<file path="config.mk">
export PLATFORM = sky130hd
export DESIGN_NAME = mem_arbiter
export DESIGN_NICKNAME = d
export VERILOG_FILES = /design/src/rtl/mem_arbiter_pkg.sv /design/src/rtl/mem_arbiter_rr_arb2.sv /design/src/rtl/mem_arbiter.sv
export SDC_FILE = /design/constraint.sdc
export NUM_CORES = 1
export LEC_CHECK = 0
export CORE_UTILIZATION = 36
export CTS_CLUSTER_DIAMETER = 30
export DETAILED_ROUTE_END_ITERATION = 10
export PLACE_DENSITY = 0.79
export SYNTH_ARGS = -nofsm -noshare
export SYNTH_HDL_FRONTEND = slang
export SYNTH_SLANG_ARGS = --single-unit
</file>
<file path="constraint.sdc">
create_clock -name clk -period 1.7 [get_ports clk]
set_clock_uncertainty 0.2 [all_clocks]
set_input_delay 0.425 -clock clk [delete_from_list [all_inputs] [get_ports clk]]
set_output_delay 0.425 -clock clk [all_outputs]
set_load 0.02 [all_outputs]
</file>
<file path="src/rtl/mem_arbiter_pkg.sv">
// Shared state and owner codes for the unified-memory arbiter.
package mem_arbiter_pkg;
   typedef enum logic [1:0] {
      ARB_IDLE  = 2'd0,
      ARB_ISSUE = 2'd1,
      ARB_WAIT  = 2'd2,
      ARB_DONE  = 2'd3
   } arb_state_t;

   localparam logic OWN_CPU = 1'b0;
   localparam logic OWN_DMA = 1'b1;

   // Wide enough for MEM_LAT up to 4.
   localparam int LAT_W = 3;
endpackage

</file>
<file path="src/rtl/mem_arbiter_rr_arb2.sv">
// Two-input grant: round-robin on ties (or CPU-first when FIXED_PRIO), with last-owner register.
module rr_arb2
   import mem_arbiter_pkg::*;
#(
   parameter bit FIXED_PRIO = 1'b0
) (
   input  logic clk,
   input  logic rst,
   input  logic i_req_cpu,
   input  logic i_req_dma,
   input  logic i_en,
   output logic o_gnt_valid,
   output logic o_gnt_dma,
   output logic o_last_dma
);
   logic r_last;
   logic w_gnt;
   logic w_valid;

   always_comb begin
      w_valid = i_en & (i_req_cpu | i_req_dma);
      if (i_req_cpu & i_req_dma)
         w_gnt = FIXED_PRIO ? OWN_CPU : ~r_last;
      else
         w_gnt = i_req_dma;
   end

   // Reset to DMA so the CPU wins the first tie.
   always_ff @(posedge clk) begin
      if (rst)
         r_last <= OWN_DMA;
      else if (w_valid)
         r_last <= w_gnt;
   end

   assign o_gnt_valid = w_valid;
   assign o_gnt_dma   = w_gnt;
   assign o_last_dma  = r_last;
endmodule

</file>
<file path="src/rtl/mem_arbiter.sv">
// Shares the single memory port between CPU and DMA; one fixed-latency access at a time.
module mem_arbiter
   import mem_arbiter_pkg::*;
#(
   parameter int AW         = 32,
   parameter int DW         = 32,
   parameter int MEM_LAT    = 1,
   parameter bit FIXED_PRIO = 1'b0
) (
   input  logic          clk,
   input  logic          rst,
   input  logic          cpu_req,
   input  logic          cpu_we,
   input  logic [AW-1:0] cpu_addr,
   input  logic [DW-1:0] cpu_wdata,
   output logic [DW-1:0] cpu_rdata,
   output logic          cpu_ack,
   output logic          cpu_stall,
   input  logic          dma_req,
   input  logic          dma_we,
   input  logic [AW-1:0] dma_addr,
   input  logic [DW-1:0] dma_wdata,
   output logic [DW-1:0] dma_rdata,
   output logic          dma_ack,
   output logic          mem_en,
   output logic          mem_we,
   output logic [AW-1:0] mem_addr,
   output logic [DW-1:0] mem_wdata,
   input  logic [DW-1:0] mem_rdata,
   output logic          owner,
   output logic [1:0]    state
);
   arb_state_t       r_state;
   logic [LAT_W-1:0] r_cnt;
   logic             r_mem_en;
   logic             r_mem_we;
   logic [AW-1:0]    r_mem_addr;
   logic [DW-1:0]    r_mem_wdata;
   logic             r_cpu_ack;
   logic             r_dma_ack;
   logic [DW-1:0]    r_cpu_rdata;
   logic [DW-1:0]    r_dma_rdata;
   logic             w_gnt_valid;
   logic             w_gnt_dma;
   logic             w_owner;

   rr_arb2 #(.FIXED_PRIO(FIXED_PRIO)) u_arb (
      .clk         (clk),
      .rst         (rst),
      .i_req_cpu   (cpu_req),
      .i_req_dma   (dma_req),
      .i_en        (r_state == ARB_IDLE),
      .o_gnt_valid (w_gnt_valid),
      .o_gnt_dma   (w_gnt_dma),
      .o_last_dma  (w_owner)
   );

   always_ff @(posedge clk) begin
      if (rst) begin
         r_state     <= ARB_IDLE;
         r_cnt       <= '0;
         r_mem_en    <= 1'b0;
         r_mem_we    <= 1'b0;
         r_mem_addr  <= '0;
         r_mem_wdata <= '0;
         r_cpu_ack   <= 1'b0;
         r_dma_ack   <= 1'b0;
         r_cpu_rdata <= '0;
         r_dma_rdata <= '0;
      end else begin
         r_mem_en  <= 1'b0;
         r_cpu_ack <= 1'b0;
         r_dma_ack <= 1'b0;
         case (r_state)
            ARB_IDLE: begin
               if (w_gnt_valid) begin
                  r_mem_we    <= w_gnt_dma ? dma_we    : cpu_we;
                  r_mem_addr  <= w_gnt_dma ? dma_addr  : cpu_addr;
                  r_mem_wdata <= w_gnt_dma ? dma_wdata : cpu_wdata;
                  r_mem_en    <= 1'b1;
                  r_state     <= ARB_ISSUE;
               end
            end
            ARB_ISSUE: begin
               r_cnt   <= LAT_W'(MEM_LAT);
               r_state <= ARB_WAIT;
            end
            ARB_WAIT: begin
               r_cnt <= r_cnt - LAT_W'(1);
               // Last WAIT cycle is exactly MEM_LAT cycles after mem_en: read data is valid now.
               if (r_cnt == LAT_W'(1)) begin
                  r_state <= ARB_DONE;
                  if (w_owner == OWN_DMA) begin
                     r_dma_rdata <= mem_rdata;
                     r_dma_ack   <= 1'b1;
                  end else begin
                     r_cpu_rdata <= mem_rdata;
                     r_cpu_ack   <= 1'b1;
                  end
               end
            end
            ARB_DONE: r_state <= ARB_IDLE;
            default:  r_state <= ARB_IDLE;
         endcase
      end
   end

   assign mem_en    = r_mem_en;
   assign mem_we    = r_mem_en & r_mem_we;
   assign mem_addr  = r_mem_addr;
   assign mem_wdata = r_mem_wdata;
   assign cpu_ack   = r_cpu_ack;
   assign dma_ack   = r_dma_ack;
   assign cpu_rdata = r_cpu_rdata;
   assign dma_rdata = r_dma_rdata;
   assign cpu_stall = cpu_req & ~r_cpu_ack;
   assign owner     = w_owner;
   assign state     = r_state;
endmodule
</file>
# ---- Word-level counts from Yosys, hierarchy flattened
# Cells that the tools add are included.
dict set report op_classes {
  n_addsub 1
  mul 0
  div_mod_pow 0
  magnitude_cmp 0
  eq_ne 6
  shifts 0
  muxes 11
  bitwise 10
  n_reduce_logical 8
}
# operator n
set ops {}
lappend ops {{$mux 32} 2}
lappend ops {{$pmux 2 s4} 1}
lappend ops {{$pmux 3 s2} 1}
lappend ops {{$reduce_and 3->1} 2}
lappend ops {{$mux 1} 5}
lappend ops {{$not 1->1} 5}
lappend ops {{$and 1x1->1} 4}
lappend ops {{$eq 2x2->1 const B} 2}
lappend ops {{$mux 2} 2}
lappend ops {{$ne 2x2->1 const B} 2}
lappend ops {{$reduce_and 2->1} 2}
lappend ops {{$eq 3x1->1 const B} 1}
lappend ops {{$reduce_or 3->1} 1}
lappend ops {{$sub 3x1->3 const B} 1}
lappend ops {{$eq 2x1->1 const B} 1}
lappend ops {{$logic_not 2->1} 1}
lappend ops {{$reduce_bool 2->1} 1}
lappend ops {{$reduce_or 2->1} 1}
lappend ops {{$or 1x1->1} 1}
dict set report totals {
  register_bits 138
  latch_bits 0
  ram_bits 0
  mem_bits_ro 0
  input_bits 166
  output_inout_bits 136
  elab_cells 47
  memories 0
}

# ---- Longest topological paths before layout
dict set report depth {
  depth_word 4
  ltp_mapped 8
  ltp_nobuf 5
}

# ---- Cells and area by module
# Synthesis repeated with hierarchy kept, for this count alone.
dict set report unflattened {
  cells_unflattened 620
  area_unflattened_um2 5860.6
}
# module n_inst cells_per_inst area_each_um2 seq_area_each_um2
set by_module_without_submodules {}
lappend by_module_without_submodules {mem_arbiter 1 614 5803.1 2742.6}
lappend by_module_without_submodules {rr_arb2 1 6 57.6 20.0}

# ---- Worst setup path before layout
# OpenSTA, ideal clock, no wires.
dict set report synth_timing {
  path_kind {reg2reg}
  start {reg r_state[0], in the netlist state[0]}
  end {reg r_cpu_rdata[25], in the netlist cpu_rdata[25]}
  setup_ns 0.071
  arrival_ns 1.553
  required_ns 1.429
  slack_ns -0.124
  path_stages_with_launch 9
  path_buffers 3
  period_less_slack_ns 1.824
  cell_sequence {dfxtp_1 inv_1 ha_1 buf_2 nand4bb_1 buf_2 clkbuf_1 nand2_1 a21oi_1}
}
dict set report synth_via {
  elab_chain_cells 2
}
# element line
set synth_rtl {}
lappend synth_rtl {{from (decl)} mem_arbiter.sv:33} ;# arb_state_t r_state;
lappend synth_rtl {{from (signal assigned)} mem_arbiter.sv:60} ;# r_state <= ARB_IDLE;
lappend synth_rtl {{from (signal assigned)} mem_arbiter.sv:81} ;# r_state <= ARB_ISSUE;
lappend synth_rtl {{from (signal assigned)} mem_arbiter.sv:86} ;# r_state <= ARB_WAIT;
lappend synth_rtl {{$eq 2x2->1} mem_arbiter.sv:74} ;# case (r_state)
lappend synth_rtl {{$reduce_and 3->1 (no source line)} --}
lappend synth_rtl {{to (signal assigned)} mem_arbiter.sv:97} ;# r_cpu_rdata <= mem_rdata;
lappend synth_rtl {{to (decl)} mem_arbiter.sv:41} ;# logic [DW-1:0] r_cpu_rdata;
# Every way passes these cells.
# A chain may end at the register's enable or synchronous reset.

# ---- Worst setup path after layout
dict set report layout_timing {
  start {reg r_dma_rdata[2], in the netlist dma_rdata[2]}
  end {out dma_rdata[2]}
}
# element line
set layout_lines {}
lappend layout_lines {{from (decl)} mem_arbiter.sv:42} ;# logic [DW-1:0] r_dma_rdata;
lappend layout_lines {{from (signal assigned)} mem_arbiter.sv:94} ;# r_dma_rdata <= mem_rdata;
lappend layout_lines {{to (decl)} mem_arbiter.sv:23} ;# output logic [DW-1:0] dma_rdata,
# No word-level cell between the ends.

==> results.md <==
* PD cells at about 1400 nW/um2
* Status: completed
* Routed vias/inst at 4.86
* Worst skew pair latency at between 400 and 500 ps
* Final setup vio count at 0
* CTS Buf Count at 17
* Final Cell Area at 10100 um2
* Max Slew Vio Count at 0
* Slowest cell on the critical path: dfxtp_1
* Netlist Area Pre-Place at about 6000 um2
* Die height at 131 um
* Reg clk slew, reported paths at ~60 ps
* Max Clk Rate at about 0.6 GHz
* Syn_nets at ~860
* Crit Reg-Reg Startpoint: r_cnt[1]
* Synth cell types at 32
* Initial DRC Count at roughly 170
* GRT overflow at 0
* Vias at approximately 6000
* Initial core utilization at around 37%
* Worst-Margin Slew at roughly 290 ps
* Worst setup endpoint: dma_rdata[2]
* Syn Area/Cell at ~8.6 um2
* Port Buffers at between 300 and 400
* Critical path origin: dma_rdata[2]
* CTS tree: built
* Synth-to-Final Area Change at 69.3%
* Root Driver: clkbuf_16
* Seq cells post-synth at approximately 140
* Slack of the critical path at approximately 33 ps
* Placed cell areas at 9380 um2
* Placeable Area at between 15000 and 20000 um2
* Ratio of cells with drive above 1 in the final layout at between 30% and 40%
* Post-synthesis sequential area ratio at 46.2%
* Warnings from Yosys at 0
* Global-route usage over all layers at between 20% and 30%
* Die X at roughly 130 um
* CP top delay family: flip-flops
* Max-cap viol count at 0
* First drt pass iteration count at 4
* Detailed placement HPWL at around 13000 um
* Initial antenna violation count at 0
* Placer Congestion at around 0.77
* Final ANT Viol Nets at 0
* Crit Reg-Reg Endpoint: cpu_rdata[26]
* # DRC at 0
* FF-to-FF path depth at 7
* Setup_tns at 0 ps
* Cell chain of the critical path: clkdlybuf4s15_1
* Layout Cells excl Fill at about 1200
* Required @ worst endpoint at ~1100 ps
* Crit path DAT at ~1000 ps
* Maximum clock insertion buffer count at 2
* Leakage power at about 3.8 nW
* Crit-path max cell delay at around 320 ps
* Post-layout nets at roughly 1200
* Hold-fix buffers at CTS at 0
* Slew margin rel. at 80.6%
* Min cycle time layout at 1670 ps
* Antenna Cells at 0
* Largest net degree at the start of global routing at 57
* Mapped Cells at a little under 700
* Worst path bufs/invs at 1
* Reg2reg setup slack at ~60 ps
* CTS Sinks at 138
* H-tree depth at 4
* Kind of critical path: register to primary output
* Fill cell count at roughly 1300
* Instance count on the critical path at 1
* CP Capture Type: primary output
* DP Cell Count at around 1200
* Final period util at a little over nine tenths
* Worst hold path class: input port to register
* Wire per inst at roughly 16 um
* Vias in the first global route at roughly 5800
* Full die area at about 17000 um2
* Multi-input gate area at roughly 3000 um2
* Worst Setup Start Kind: register
* Reg area at approximately 2800 um2
* First-pass GRT wire length at between 30000 and 40000 um
* Row count at 46
* I/O pins at between 300 and 400
* Routed wire length at just over 20000 um
* Unrepaired setup endpoints after global routing: yes
* Peak VDD IR at around 0.0007 V
* Place WS at -549 ps
* Max FO, Critical Path at 2
* Final Hold Fails at 0
## kinds of logic after synthesis
| kind of cell | after synthesis | share of synthesized area, % |
|---|---|---|
| buffers and inverters | 65 | 6.68 |
| and+or+nand+nor | 279 | 18.4 |
| DFF | 138 | 46.2 |
| muxes | 1 | 0.167 |
| AOI/OAI and AO/OA | 206 | 27.7 |
| adders and majority gates | 4 | 0.837 |
## worst min-delay path by stage
stage	startpoint	endpoint	slack, ps	cells after the start
global placement	dma_rdata[12]	dma_rdata[12]	240	2
floorplan	r_cnt[1]	r_cnt[1]	240	2
detailed placement	cpu_rdata[29]	cpu_rdata[29]	250	2
global route	rst	cpu_rdata[11]	180	2
CTS	rst	r_cnt[0]	150	2
finish	rst	cpu_rdata[11]	170	2
## layout by cell type, fill, tap and decap left out, types with 4 or more instances in the layout
cell,Yosys,final
nand2_1,194,184
clkdlybuf4s50_1,0,162
dfxtp_1,138,134
clkdlybuf4s15_2,0,73
nor2_1,71,71
a21oi_2,50,66
a21oi_1,82,66
a211oi_2,50,52
clkbuf_2,0,41
clkbuf_16,0,18
buf_4,10,18
buf_12,5,18
buf_2,23,16
a211oi_1,16,14
inv_6,0,7
nand2_2,0,6
buf_16,0,6
nand2_4,0,4
clkdlybuf4s15_1,0,4
dfxtp_2,0,4
## routing by layer
layer	routed length, um	track usage (%)	share of wire [%]	vias to the layer above
met2	9890	40.2	49	196
met4	323	6.90	1.6	0
met1	8220	25.5	41	2791
met5	0	0	0	-
met3	1690	8.14	8.4	22
li1	-	-	-	2940
## report_power, final
group	internal, mW	leakage [nW]	switching [mW]
Sequential	3.89	1.13	0.361
Combinational	2.80	2.43	3.43
Clock	1.93	0.268	1.59
## layout make-up
| type | instances | area share (%) |
|---|---|---|
| clock buffer | 17 | 4.20 |
| clock inverter | 15 | 1.30 |
| inverter | 5 | 0.185 |
| multi-input combinational | 490 | 29.6 |
| sequential | 138 | 27.3 |
| tap | 216 | 2.67 |
| timing repair buffer | 344 | 34.7 |
## state kept, by name, indices dropped and copies added (netlist names)
name and count:
cpu_rdata 32, dma_rdata 32, mem_addr 32, mem_wdata 32, r_cnt 3, state 2, cpu_ack 1, dma_ack 1
mem_en 1, r_mem_we 1, u_arb.o_last_dma 1
## Yosys cell counts, drive strengths merged
cell       n  area (um2)
inv        5        18.8
o21a       1        7.51
o21ai      3        18.8
a21bo      1        10.0
a21boi     1        11.3
nand2    194         728
clkbuf    21        78.8
a211oi    66         746
a22o       1        8.76
nand4bb    1        11.3
mux2i      1        10.0
nand3      1        5.00
nand4b     2        17.5
buf       39         302
nand3b     1        7.51
a21oi    132         848
nand2b     3        18.8
and2       1        6.26
a31oi      1        6.26
nor2      71         267
nor4bb     1        10.0
ha         4        50.1
nor2b      2        12.5
or2        1        6.26
and4b      1        10.0
dfxtp    138        2760
## per-stage QoR
step           hold slack (ps)  util [%]  power [mW]
6_report                   165      63.0        14.0
5_1_grt                    183      63.0        14.8
4_1_cts                    149      63.8        14.2
3_5_place_dp               245      58.4        10.5
3_3_place_gp               240      58.4        10.4
2_1_floorplan              239         -        7.93
## repair_timing
action	4_1_cts	5_1_grt
endpoints found under the setup margin	141	166
gates cloned	5	1
setup buffers	4	1
pin swaps	4	12
gates resized for setup	377	105
No activity file was read; power rests on OpenSTA's default activity.
